<file path="src/rtl/seg_scan_ctrl_if.sv">
// Signal bundle between the BCD source and the seven-segment scan controller.
// The master drives digits and controls; the slave (scan controller) drives the display lines.
interface seg_scan_ctrl_if;
    logic       seg_en;
    logic [3:0] unit;
    logic [3:0] ten;
    logic [3:0] hun;
    logic [3:0] tho;
    logic [3:0] t_tho;
    logic [3:0] h_hun;
    logic [5:0] point;
    logic       sign;
    logic [5:0] sel;
    logic [7:0] seg;
    logic       frame_start;

    modport master (
        output seg_en, unit, ten, hun, tho, t_tho, h_hun, point, sign,
        input  sel, seg, frame_start
    );

    modport slave (
        input  seg_en, unit, ten, hun, tho, t_tho, h_hun, point, sign,
        output sel, seg, frame_start
    );
endinterface

</file>
<file path="src/rtl/seg_scan_ctrl.sv">
// Six-digit common-anode seven-segment scan controller with a per-frame input snapshot.
// Define SEG_LZB_EN to enable leading-zero blanking with a floating minus sign.
module seg_scan_ctrl #(
    parameter logic [15:0] CNT_MAX = 16'd49_999
) (
    input  logic           sys_clk,
    input  logic           sys_rst_n,
    seg_scan_ctrl_if.slave bus
);

    typedef enum logic [1:0] {
        IDLE  = 2'd0,
        LATCH = 2'd1,
        SCAN  = 2'd2
    } state_e;

    state_e          state_q;
    logic [15:0]     cnt_q;
    logic [2:0]      idx_q;
    logic [5:0][3:0] digit_q;
    logic [5:0]      point_q;
    logic            sign_q;
    logic [5:0]      sel_q;
    logic [7:0]      seg_q;
    logic            fs_q;

    logic [5:0][3:0] digit_in;
    logic [7:0]      seg_d;

    assign digit_in = {bus.h_hun, bus.t_tho, bus.tho, bus.hun, bus.ten, bus.unit};

`ifdef SEG_LZB_EN
    logic [2:0] top_q;
    logic [2:0] top_d;

    // Highest digit that must stay visible: non-zero value or a lit decimal point.
    always_comb begin
        top_d = 3'd0;
        for (int i = 1; i < 6; i++) begin
            if (digit_in[i] != 4'd0 || bus.point[i]) top_d = 3'(i);
        end
    end
`endif

    function automatic logic [7:0] bcd_to_seg(input logic [3:0] d);
        case (d)
            4'd0:    return 8'hC0;
            4'd1:    return 8'hF9;
            4'd2:    return 8'hA4;
            4'd3:    return 8'hB0;
            4'd4:    return 8'h99;
            4'd5:    return 8'h92;
            4'd6:    return 8'h82;
            4'd7:    return 8'hF8;
            4'd8:    return 8'h80;
            4'd9:    return 8'h90;
            default: return 8'hFF;
        endcase
    endfunction

    always_comb begin
        // NOTE: seg_d gets its value first, so no path through this block leaves it unassigned.
        seg_d = bcd_to_seg(digit_q[idx_q]);
`ifdef SEG_LZB_EN
        if (idx_q > top_q) seg_d = 8'hFF;
        if (sign_q && top_q != 3'd5 && idx_q == top_q + 3'd1) seg_d = 8'hBF;
`else
        if (sign_q && idx_q == 3'd5) seg_d = 8'hBF;
`endif
        if (point_q[idx_q]) seg_d[7] = 1'b0;
    end

    always_ff @(posedge sys_clk) begin
        if (!sys_rst_n) begin
            // NOTE: the snapshot is cleared along with the control state so nothing stale survives reset.
            state_q <= IDLE;
            cnt_q   <= '0;
            idx_q   <= '0;
            digit_q <= '0;
            point_q <= '0;
            sign_q  <= 1'b0;
`ifdef SEG_LZB_EN
            top_q   <= '0;
`endif
            sel_q   <= '0;
            seg_q   <= 8'hFF;
            fs_q    <= 1'b0;
        end else begin
            sel_q <= '0;
            seg_q <= 8'hFF;
            fs_q  <= 1'b0;
            case (state_q)
                IDLE: begin
                    cnt_q <= '0;
                    idx_q <= '0;
                    if (bus.seg_en) state_q <= LATCH;
                end
                LATCH: begin
                    digit_q <= digit_in;
                    point_q <= bus.point;
                    sign_q  <= bus.sign;
`ifdef SEG_LZB_EN
                    top_q   <= top_d;
`endif
                    cnt_q   <= '0;
                    idx_q   <= '0;
                    state_q <= SCAN;
                    fs_q    <= 1'b1;
                end
                SCAN: begin
                    sel_q <= 6'b000001 << idx_q;
                    seg_q <= seg_d;
                    if (cnt_q == CNT_MAX) begin
                        cnt_q <= '0;
                        if (idx_q == 3'd5) state_q <= LATCH;
                        else               idx_q   <= idx_q + 3'd1;
                    end else begin
                        cnt_q <= cnt_q + 16'd1;
                    end
                end
                default: state_q <= IDLE;
            endcase
            // Disabling wins over every other transition.
            if (!bus.seg_en) begin
                state_q <= IDLE;
                cnt_q   <= '0;
                idx_q   <= '0;
            end
        end
    end

    assign bus.sel         = sel_q;
    assign bus.seg         = seg_q;
    assign bus.frame_start = fs_q;

endmodule

</file>
<file path="src/flat_wrapper.sv">
// flat-port wrapper written by rule: the top's interface ports become plain ports
module seg_scan_ctrl_flat 
#(
    parameter logic [15:0] CNT_MAX = 16'd49_999
)
  (sys_clk, sys_rst_n, bus_seg_en, bus_unit, bus_ten, bus_hun, bus_tho, bus_t_tho, bus_h_hun, bus_point, bus_sign, bus_sel, bus_seg, bus_frame_start);
  seg_scan_ctrl_if bus_i ();
  input  logic sys_clk;
  input  logic sys_rst_n;
  input wire logic [$bits(bus_i.seg_en)-1:0] bus_seg_en;
  input wire logic [$bits(bus_i.unit)-1:0] bus_unit;
  input wire logic [$bits(bus_i.ten)-1:0] bus_ten;
  input wire logic [$bits(bus_i.hun)-1:0] bus_hun;
  input wire logic [$bits(bus_i.tho)-1:0] bus_tho;
  input wire logic [$bits(bus_i.t_tho)-1:0] bus_t_tho;
  input wire logic [$bits(bus_i.h_hun)-1:0] bus_h_hun;
  input wire logic [$bits(bus_i.point)-1:0] bus_point;
  input wire logic [$bits(bus_i.sign)-1:0] bus_sign;
  output wire logic [$bits(bus_i.sel)-1:0] bus_sel;
  output wire logic [$bits(bus_i.seg)-1:0] bus_seg;
  output wire logic [$bits(bus_i.frame_start)-1:0] bus_frame_start;
  assign bus_i.seg_en = bus_seg_en;
  assign bus_i.unit = bus_unit;
  assign bus_i.ten = bus_ten;
  assign bus_i.hun = bus_hun;
  assign bus_i.tho = bus_tho;
  assign bus_i.t_tho = bus_t_tho;
  assign bus_i.h_hun = bus_h_hun;
  assign bus_i.point = bus_point;
  assign bus_i.sign = bus_sign;
  assign bus_sel = bus_i.sel;
  assign bus_seg = bus_i.seg;
  assign bus_frame_start = bus_i.frame_start;
  seg_scan_ctrl #(.CNT_MAX(CNT_MAX)) u_core (.sys_clk(sys_clk), .sys_rst_n(sys_rst_n), .bus(bus_i));
endmodule
</file>
<file path="config.mk">
export PLATFORM = sky130hd
export DESIGN_NAME = seg_scan_ctrl_flat
export DESIGN_NICKNAME = d
export VERILOG_FILES = /design/src/rtl/seg_scan_ctrl_if.sv /design/src/rtl/seg_scan_ctrl.sv /design/src/flat_wrapper.sv
export SDC_FILE = /design/constraint.sdc
export NUM_CORES = 1
export LEC_CHECK = 0
export CAP_MARGIN = 20
export CORE_MARGIN = 10
export CORE_UTILIZATION = 35
export DETAILED_ROUTE_END_ITERATION = 12
export DONT_BUFFER_PORTS = 1
export PLACE_DENSITY_LB_ADDON = 0.25
export SETUP_SLACK_MARGIN = 0.5
export SLEW_MARGIN = 20
export SYNTH_ARGS = -nofsm -noshare
export SYNTH_HDL_FRONTEND = slang
export SYNTH_SLANG_ARGS = --single-unit
</file>
<file path="constraint.sdc">
create_clock -name sys_clk -period 2.1 [get_ports sys_clk]
set_input_delay 0.42 -clock sys_clk [delete_from_list [all_inputs] [get_ports sys_clk]]
set_output_delay 0.42 -clock sys_clk [all_outputs]
set_load 0.01 [all_outputs]
</file>
======== Yosys cells after proc, flatten, opt, wreduce, memory -nomap -nowiden ========
Memory sizes are Yosys's and may differ from the RTL's.
Cells that the tools add are included.
storage, ports and cells
  register bits after elaboration ......... 67
  memory bits (read-only) ................. 112
  bits of input ports ..................... 34
  output and inout bits ................... 15
  logic and storage cells ................. 53
  memories kept ........................... 1
cells by class
  add/subtract/negate cells ............... 2
  $lt $le $gt $ge ......................... 1
  eq/ne operators ......................... 7
  shifts and indexed selects .............. 1
  muxes and demuxes ....................... 15
  bitwise operators ....................... 2
  reduce and logical (&&, ||, !) cells .... 9
memory list
  name              words  width  rd ports  clocked after Yosys merged registers in  write ports  line                 source
  (name not given)  16     7      1         0                                        0            seg_scan_ctrl.sv:46  case (d)
operators by type and width
  kind                   count
  $pmux 16 s2            1
  $add 16x1->16 const B  1
  $eq 16x16->1 const B   1
  $mux 16                1
  $bmux 4 s3             1
  $mux 8                 1
  $mux 3                 2
  $pmux 2 s3             1
  $pmux 3 s2             1
  $reduce_and 2->1       3
  $shl 1x3->6 const A    1
  $lt 3x4->1 const B     1
  $mux 2                 2
  $mux 4                 1
  $ne 2x1->1 const B     2
  $add 3x1->3 const B    1
  $bmux 1 s3             1
  $eq 3x3->1 const B     1
  $mux 1                 3
  $reduce_and 3->1       1
  $reduce_or 3->1        1
  $eq 2x1->1 const B     1
  $eq 2x2->1 const B     1
  $logic_not 2->1        1
  other kinds (5)        6

======== Depth between registers and ports, before layout ========
Gate-level depths: netlist of the first run.
An unclocked memory read counts as a cell.
  depth in word-level cells ............... 5
  gate-level depth with buffers ........... 10
  depth with buffers taken out ............ 8

======== Worst setup path before layout of the first run ========
Ideal clock, no wire load.
  path kind ............................... flip-flop to flip-flop
  start ................................... register u_core.idx_q[0]
  end ..................................... register u_core.seg_q[6] (netlist: u_core.bus.seg[6])
  setup time .............................. 0.115 ns
  arrival ................................. 1.896 ns
  data required time ...................... 1.985 ns
  setup slack ............................. 0.089 ns
  cell stages (with the launch flop) ...... 11
  path buffers ............................ 2
  period minus slack after synthesis ...... 2.011 ns
  cells stage by stage .................... dfxtp_1 -> buf_2 -> buf_4 -> mux2i_1 -> nor2_1 -> nor3_2 -> inv_2 -> ha_1 -> o31ai_1 -> o211ai_1 -> a31o_1
on the way
  word-level cells in the longest chain between the ends .. 4
  elaborated cells between the ends (all ways) .. 6
  those cells by class .................... eq/ne: 1; mux: 3; reduce/logical: 1; memory: 1
RTL lines
  what                          line                  source
  start, declared               seg_scan_ctrl.sv:19   logic [2:0] idx_q;
  start signal, assigned        seg_scan_ctrl.sv:116  else idx_q <= idx_q + 3'd1;
  $bmux 4 s3                    seg_scan_ctrl.sv:63   seg_d = bcd_to_seg(digit_q[idx_q]);
  $mux 4 (not written as such)  seg_scan_ctrl.sv:63
  $mem_v2 16x7                  n/a
  $mux 8 (*)                    seg_scan_ctrl.sv:68   if (sign_q && idx_q == 3'd5) seg_d = 8'hBF;
  end signal, assigned          seg_scan_ctrl.sv:112  seg_q <= seg_d;
  end, declared                 seg_scan_ctrl.sv:24   logic [7:0] seg_q;
Mark *: on every way between the ends. The rest lies on a longest branch, timed or not. The select of a mux whose other input is x is not followed.
A chain may end at the register's enable or synchronous reset.

======== Worst setup path in the final report of the first run ========
  start ................................... register u_core.idx_q[1]
  end ..................................... register u_core.seg_q[6] (netlist: u_core.bus.seg[6])
Same word-level chain as after synthesis.

==> results of run 1 <==
how the worst min path moves through the flow:
stage,from,endpoint,cells past startpoint
final,sys_rst_n,u_core.bus.frame_start$_SDFF_PN0_,1
after floorplan,u_core.cnt_q[15]$_SDFFE_PN0P_,u_core.cnt_q[15]$_SDFFE_PN0P_,2
after detailed placement,u_core.digit_q[11]$_SDFFE_PN0P_,u_core.digit_q[11]$_SDFFE_PN0P_,2
after global placement,u_core.digit_q[19]$_SDFFE_PN0P_,u_core.digit_q[19]$_SDFFE_PN0P_,2
after CTS,sys_rst_n,u_core.bus.frame_start$_SDFF_PN0_,1
after global routing,sys_rst_n,u_core.bus.frame_start$_SDFF_PN0_,1
worst max-delay path: stages (launching register included):
cell      delay, ps
dfxtp_4         400
buf_6           130
buf_12          100
mux2i_2         230
nor3_2          100
or3_4           440
o211ai_1        210
a31o_1          170
what timing repair did:
item	4_1_cts	5_1_grt
setup buffers	18	6
resized for setup	52	48
pin swaps	17	17
hold buffers	0	0
gates cloned	0	1
endpoints found under the setup margin	23	26
layout make-up:
cell class,count,area (µm²)
clock buffers,10,127.6
clock inverters,6,32.53
fillers,833,4649
inverters,6,22.52
multi-input cells,278,2029
flip-flops and latches,67,1376
well taps,108,135.1
repair buffers,39,347.8
placed cells by master (no fill, tap or decap), types with 9 or more instances in the layout:
master,Yosys,layout
nor2_1,29,20
buf_4,2,30
a21oi_1,16,14
nor3_2,2,9
dfxtp_1,67,53
clkbuf_8,0,9
nand2_1,78,77
a21boi_0,34,34
nand3_1,12,11
power groups by stage:
stage          Combinational, mW  Sequential, mW  Clock [mW]
2_1_floorplan              0.119            1.35           0
3_3_place_gp               0.140            1.36           0
4_1_cts                    0.160            1.32       0.936
6_report                   0.179            1.32       0.907
5_1_grt                    0.199            1.33       0.990
3_5_place_dp               0.143            1.36           0
sequential cells by signal (all words and copies together), names as in the netlist:
name	count
u_core.idx_q	3
u_core.bus.sel	6
u_core.bus.frame_start	1
u_core.sign_q	1
u_core.state_q	2
u_core.cnt_q	16
u_core.digit_q	24
u_core.point_q	6
u_core.bus.seg	8
cell families (layout without fill, tap and decap cells):
| kind of cell | Yosys count | after routing |
|---|---|---|
| multiplexers | 18 | 18 |
| AO/OA/AOI/OAI | 73 | 73 |
| XOR/XNOR | 6 | 6 |
| adder cells (fa/ha/maj) | 10 | 10 |
| AND/OR/NAND/NOR | 170 | 171 |
| buffers and inverters | 27 | 61 |
| flip-flops | 67 | 67 |
metal layers:
metal | track usage | share of wire | vias to the layer above
met5 | 0 | 0 | -
met4 | 0.05281 | 0.016 | 0
met3 | 0.03385 | 0.050 | 13
met2 | 0.1997 | 0.48 | 60
met1 | 0.1587 | 0.45 | 1256
li1 | - | - | 1349
through the flow:
step                instance area [µm²]  setup slack [ps]  utilization  power (mW)  instances
floorplan                          3197             192.5            -       1.465        371
global placement                   3349             175.8       0.3841       1.499        473
detailed placement                 3349             119.6       0.3841       1.501        473
CTS                                3820             341.8       0.4380       2.420        507
global route                       4071             168.7       0.4669       2.516        514
finish                             4071             255.2       0.4669       2.409        514
==> results.yml, run 1 <==
final_layout:
  antenna_cells: 0
  layout-drive-gt1-share: 0.3227
  areaGrowthSynthToFinish_pct: 29.44
  fin_nets: 445
clock_tree:
  root_buffer: "clkbuf_8"
  cts_sinks: 67
  cts_inserted_buffers: 9
  htree_levels: 3
  clk_pin_slew_ps: 70
  cts_max_path_buffers: 2
  clock_latency_ps: 340
  cts_tree: "yes"
timing:
  finalClockSkew_ps: 11.50
  fin_tns_setup_ps: 0
  timing.hold.ws_ps: 208.6
  fmax_mhz: 542.1
  timing.slew.headroom: 0.7313
  fin_crit_ps: 1845
  final-setup-viol-count: 0
  rsz0062_at_grt: "yes"
  slew_violations: 0
  worst_pin_slew_ps: 401.6
  post-route-period-util: 0.8785
  hold_viol_final: 0
yosys:
  synth_common_cells: "78 x nand2_1, 67 x dfxtp_1, 34 x a21boi_0"
  synthFlopType: "dfxtp_1"
  async_flop_share: 0
  synth_compound_area_frac: 0.1512
  yosys.area_share.simple: 0.2645
  netlist_area_mm2: 0.003146
  synthXorXnorAreaFrac: 0.01671
  yosysWarnings: 0
  synth.avg_cell_area_um2: 8.478
  synth-edff-count: 0
  ys_ff_latch: 67
  yosysTopAreaCell: "dfxtp_1"
  syn_nets: 415
  synthTopCellsByArea: "dfxtp_1 43%, nand2_1 9.3%, a21boi_0 8.1%"
  synth_cells: 371
  yosysMostFrequentCell: "nand2_1"
  yosysUniqueCellTypes: 49
  synth.mux.area_fraction: 0.06325
  seq_area_frac_synth: 0.4264
  synth_top_area_frac: 0.4264
  synth_fa_ha_area_frac: 0.03978
  synth_top_family_by_area: "simple AND/OR/NAND/NOR gates"
critical_path:
  ff2ff_path_depth: 7
  crit_type: "register to register"
  crit_required_ps: 2380
  rr_endpoint: "u_core.bus.seg[6]$_SDFF_PP1_"
  start_kind: "register"
  reg2reg_slack_ps: 260
  crit_path_end: "u_core.bus.seg[6]$_SDFF_PP1_"
  worstPathMaxFanout: 6
  regToRegStartpoint: "u_core.idx_q[1]$_SDFFE_PN0P_"
  crit_arrival_ps: 2130
  worstSetupEndpointType: "register"
  critPathLaunch: "u_core.idx_q[1]$_SDFFE_PN0P_"
power:
  seqPwrFrac: 0.549
  power_density_mw_per_mm2: 591.7
  comb_power_share: 0.074
  intPower_mw: 1.793
  vdd_drop_max_mv: 0.2551
  power.switching_mw: 0.6156
  p_clk_frac: 0.377
  switching_share: 0.2555
  p_leak_nw: 1.384
global_routing:
  antenna_found_initial: 0
  grt_first_pass_wirelength_mm: 13.48
  grt_max_degree: 39
  track_usage: 0.1261
  grt_pass1_vias: 2671
  grt_overflow_total: 0
placement:
  dpl.hpwl_mm: 5.642
  gp_congestion: 0.8096
  port_buffers: 0
die:
  design.die.area_mm2: 0.01318
  coreArea_mm2: 0.008721
  die_y_um: 114.8
  ios: 49
  die_width_um: 114.8
  rows: 34
  start_util: 0.3607
flow_run:
  drv_cap: 0
route:
  wire_per_inst_um: 16.17
  vias: 2678
  drc: 0
  drtIter0Drc: 104
  firstDrtPassIters: 4
  via_per_inst: 5.210
  ant_nets: 0
  routed_wl_mm: 8.312
status:
  status: "finished, final reports clean"
hold_path:
  min_path_type: "primary input to register"
No activity file was read; power rests on OpenSTA's default activity.
==> inputs of run 2 (changes only) <==
==> constraint.sdc (replaced) <==
create_clock -name sys_clk -period 2.1 [get_ports sys_clk]
set_input_delay 0.63 -clock sys_clk [delete_from_list [all_inputs] [get_ports sys_clk]]
set_output_delay 0.63 -clock sys_clk [all_outputs]
set_load 0.01 [all_outputs]
==> results.yml, run 2 (synthesis results as in run 1) <==
die:
  ios: 49
  die_width_um: 114.8
  design.die.area_mm2: 0.01318
  die_y_um: 114.8
  start_util: 0.3607
  coreArea_mm2: 0.008721
  rows: 34
status:
  status: "finished, final reports clean"
clock_tree:
  cts_sinks: 67
  clock_latency_ps: 350
  clk_pin_slew_ps: 70
  cts_max_path_buffers: 2
  root_buffer: "clkbuf_8"
  cts_inserted_buffers: 9
  htree_levels: 3
  cts_tree: "yes"
global_routing:
  track_usage: 0.1277
  antenna_found_initial: 0
  grt_first_pass_wirelength_mm: 13.49
  grt_max_degree: 39
  grt_pass1_vias: 2705
  grt_overflow_total: 0
timing:
  post-route-period-util: 0.8537
  timing.hold.ws_ps: 406.7
  timing.slew.headroom: 0.7187
  fin_crit_ps: 1793
  finalClockSkew_ps: 12.27
  hold_viol_final: 0
  worst_pin_slew_ps: 419.6
  rsz0062_at_grt: "yes"
  slew_violations: 0
  final-setup-viol-count: 0
  fin_tns_setup_ps: 0
  fmax_mhz: 557.8
power:
  p_clk_frac: 0.415
  power_density_mw_per_mm2: 624.1
  intPower_mw: 1.925
  vdd_drop_max_mv: 0.3582
  power.switching_mw: 0.6302
  switching_share: 0.2466
  seqPwrFrac: 0.517
  comb_power_share: 0.068
  p_leak_nw: 1.412
critical_path:
  crit_type: "register to register"
  crit_required_ps: 2380
  worstPathMaxFanout: 6
  start_kind: "register"
  worstSetupEndpointType: "register"
  crit_arrival_ps: 2070
final_layout:
  layout_commonest_cell: "nand2_1"
  mostFrequentLayoutCells: "76 x nand2_1, 50 x dfxtp_1, 34 x a21boi_0, 31 x buf_4, 20 x nor2_1"
  regMostFlops: "u_core.digit_q"
  antenna_cells: 0
  areaGrowthSynthToFinish_pct: 30.15
  layout-drive-gt1-share: 0.3252
  fin_nets: 448
  largest_reg_flops: 24
flow_run:
  drv_cap: 0
placement:
  gp_congestion: 0.8372
  port_buffers: 0
  dpl.hpwl_mm: 5.601
hold_path:
  min_path_type: "primary input to register"
route:
  wire_per_inst_um: 16.24
  via_per_inst: 5.164
  vias: 2670
  drc: 0
  firstDrtPassIters: 4
  drtIter0Drc: 114
  ant_nets: 0
  routed_wl_mm: 8.394
-- run 2: changes by cell type in the layout (fill, tap and decap cells not counted), moves of 2 or more --
cell	previous run	this run
nor3_2	9	6
clkinv_2	5	2
buf_6	6	8
dfxtp_2	7	9
dfxtp_1	53	50
nor3_1	2	5
-- run 2: area by class of cell --
cell class                      count  area, µm²
Multi-Input combinational cell    278       1978
Clock buffer                       10      127.6
Fill cell                         851       4627
Sequential cell                    67       1383
Timing Repair Buffer               42      382.9
Clock inverter                      6      65.06
Inverter                            6      22.52
Tap cell                          108      135.1
-- run 2: metrics by stage --
stage / setup WS (ps) / util / cells / power (mW) / cell area [µm²]
finish: 307.2 / 0.4694 / 517 / 2.555 / 4094
global placement: 186.9 / 0.3806 / 469 / 1.499 / 3319
floorplan: 192.5 / - / 371 / 1.465 / 3197
global route: 257.5 / 0.4694 / 517 / 2.674 / 4094
CTS: 340.2 / 0.4472 / 510 / 2.575 / 3900
detailed placement: 80.06 / 0.3806 / 469 / 1.502 / 3319
-- run 2: layer usage --
metal | GRT usage | up-vias | routed length, µm
met5 | 0 | - | 0
met3 | 0.05208 | 13 | 553
met1 | 0.1538 | 1242 | 3713
met4 | 0.04703 | 0 | 121
met2 | 0.2005 | 66 | 4005
li1 | - | 1349 | -
-- run 2: power by group through the flow --
| stage | registers (mW) | clock network (mW) | logic, mW |
|---|---|---|---|
| 2_1_floorplan | 1.35 | 0 | 0.118 |
| 3_3_place_gp | 1.36 | 0 | 0.141 |
| 3_5_place_dp | 1.36 | 0 | 0.143 |
| 4_1_cts | 1.32 | 1.09 | 0.163 |
| 5_1_grt | 1.33 | 1.15 | 0.194 |
| 6_report | 1.32 | 1.06 | 0.173 |
-- run 2: path summary, 6_finish.rpt --
path / startpoint / endpoint / slack (ps) / cells past startpoint
worst min register to register: u_core.digit_q[16]$_SDFFE_PN0P_ / u_core.digit_q[16]$_SDFFE_PN0P_ / 460 / 2
worst max register to register: u_core.idx_q[0]$_SDFFE_PN0P_ / u_core.bus.seg[5]$_SDFF_PP1_ / 310 / 6
worst max-delay path: u_core.idx_q[0]$_SDFFE_PN0P_ / u_core.bus.seg[5]$_SDFF_PP1_ / 310 / 6
worst min-delay path: sys_rst_n / u_core.bus.frame_start$_SDFF_PN0_ / 410 / 1
-- run 2: critical path, stage by stage, from the launching register on --
cell and delay, ps:
dfxtp_4 400, buf_12 130, mux2i_4 240, nor2_4 70, or3_4 440, mux2_4 320
a21oi_2 110
-- run 2: what timing repair did --
item	4_1_cts	5_1_grt
buffers inserted	23	7
pin swaps	11	14
cloned	2	0
gates resized for setup	65	37
setup endpoints to repair	26	26
hold buffers	0	0
==> inputs of run 3 (changes only) <==
--- a/config.mk
+++ b/config.mk
@@ -12,7 +12,6 @@
 export DONT_BUFFER_PORTS = 1
 export PLACE_DENSITY_LB_ADDON = 0.25
 export SETUP_SLACK_MARGIN = 0.5
-export SLEW_MARGIN = 20
 export SYNTH_ARGS = -nofsm -noshare
 export SYNTH_HDL_FRONTEND = slang
 export SYNTH_SLANG_ARGS = --single-unit
==> results of run 3 <==
Final layout, timing and power as in run 2 (identical DEF).
==> edit: new RTL, flow settings as in run 2 <==
The 3 states of `state_e` get a one-hot encoding in 3 bits.
--- a/src/rtl/seg_scan_ctrl.sv
+++ b/src/rtl/seg_scan_ctrl.sv
@@ -10,6 +10,6 @@
 
-    typedef enum logic [1:0] {
-        IDLE  = 2'd0,
-        LATCH = 2'd1,
-        SCAN  = 2'd2
+    typedef enum logic [2:0] {
+        IDLE  = 3'b001,
+        LATCH = 3'b010,
+        SCAN  = 3'b100
     } state_e;
Behaviour: no difference found for any inputs over 10 cycles, from zero or initial values and one cycle with sys_rst_n low; not proved beyond that.
==> edit against run 2 <==
Critical path depth increased by 2. Die area rose by 1.8%. Synthesized area grew 2.2%. Largest power group unchanged. Cell area up 4.6%. Largest cell class unchanged. Power increased by 3.4%. Sequential cell count up 1. Setup slack gained 0.066 ns. Wire length shrank 2.8%. Maximum frequency up 3.8%.
==> edit: results (changes against run 2) <==
largest_reg_flops: 24  # unchanged
synth_fp_nets: 410  # -1.2%
hpwl_um: 5290  # -5.5%
final_cells: 509  # -1.5%
worstHoldPathType: "in2reg"
slew_headroom_pct: 68.0  # -3.8 points
grt_max_degree: 38  # -2.6%
pre_cts_slack_ns: 0.210  # +0.130 ns
antenna_found_initial: 0  # unchanged
clockBufferDepth: 2  # unchanged
synth_cells: 366  # -1.3%
async_reset_ff_share_pct: 0  # unchanged
max_stage_delay_ns: 0.43
dpl.cell_count: 462  # -1.5%
insertion_delay_ns: 0.36
grt_pass1_vias: 2638  # -2.5%
synth-edff-count: 0  # unchanged
cp_slowest_cell: "dfxtp_4"
grt_pass1_wl_um: 13300  # -1.1%
cts_max_level: 3  # unchanged
synthTopCellsByArea: "dfxtp_1 42%, nand2_1 9.9%, a21boi_0 7.5%"
post-route-drc-count: 0  # unchanged
fin_nets: 440  # -1.8%
outcome: "finished, final reports clean"
skew_ns: 0.0174  # +0.00517 ns
dr_total_vias: 2625  # -1.7%
place_area_um2: 3360  # +1.2%
cp_max_fo: 7  # +1
drt-pass1-iter-count: 4  # unchanged
synth_common_cells: "85 x nand2_1, 68 x dfxtp_1, 32 x a21boi_0"
gp_congestion: 0.841  # +0.41%
track_usage_pct: 12.6  # -0.16 points
seq_area_frac_synth_pct: 42.4  # -0.29 points
ir_drop_mv: 0.313  # -13%
yosys_warnings: 0  # unchanged
wire_per_inst_um: 16.0  # -1.3%
p_leak_nw: 1.38  # -2.4%
ys_types: 49  # unchanged
cts_root_buf: "clkbuf_8"
postCtsSetupRepairBufs: 23  # unchanged
clk_pin_slew_ns: 0.08
ys.flop_type: "dfxtp_1"
cts_resized: 41  # -37%
fill_cells: 834  # -2.0%
port_buffers: 0  # unchanged
drive_above_1_share_pct: 35.9  # +3.4 points
drt_iter0_markers: 91  # -20%
cts_buffers: 9  # unchanged
top_register: "u_core.digit_q"
diodes: 0  # unchanged
edit: routing by layer:
metal | global-route usage (%) | part of all wire (%)
met1 | 16.2 | 48
met5 | 0 | 0
met2 | 19.0 | 45
met4 | 4.84 | 1.8
met3 | 4.50 | 5.3
edit: area by class of cell:
type                            count  area, um^2  share of cell area (%)
Clock buffer                       12         135                    3.16
Clock inverter                      4        75.1                    1.75
Inverter                            9        36.3                   0.847
Multi-Input combinational cell    268        2140                    50.1
Sequential cell                    68        1400                    32.7
Tap cell                          108         135                    3.16
Timing Repair Buffer               40         354                    8.27
edit: critical path: cells and delay by family, from the launching register on:
kind | cells | cell delay [ns]
AOI/OAI and AO/OA | 1 | 0.24
xor gates and xnor gates | 1 | 0.07
buffers and inverters | 3 | 0.38
DFF | 1 | 0.43
muxes | 1 | 0.29
and+or+nand+nor | 2 | 0.21
edit: power by group:
group | internal [mW] | total (mW) | switching [mW] | leakage (nW)
Combinational | 0.0699 | 0.146 | 0.0759 | 0.722
Clock | 0.671 | 1.19 | 0.516 | 0.0968
Sequential | 1.29 | 1.31 | 0.0177 | 0.559
edit: final timing paths:
path                                         from                      to  slack [ns]  cells past startpoint
worst max-delay path              u_core.idx_q[1]       u_core.bus.seg[6]        0.37                      8
worst min-delay path                    sys_rst_n  u_core.bus.frame_start        0.39                      1
worst max register to register    u_core.idx_q[1]       u_core.bus.seg[6]        0.37                      8
worst min register to register  u_core.point_q[4]       u_core.point_q[4]        0.47                      2
edit: logic make-up after synthesis:
logic type               after synthesis  synth area share, %
flip-flops                            68                 42.4
multiplexers                          18                 6.07
adder cells (fa/ha/maj)               10                 3.89
AO/OA/AOI/OAI                         70                 16.2
XOR/XNOR                              13                 3.54
AND/OR/NAND/NOR                      157                 23.4
buffers and inverters                 30                 4.52
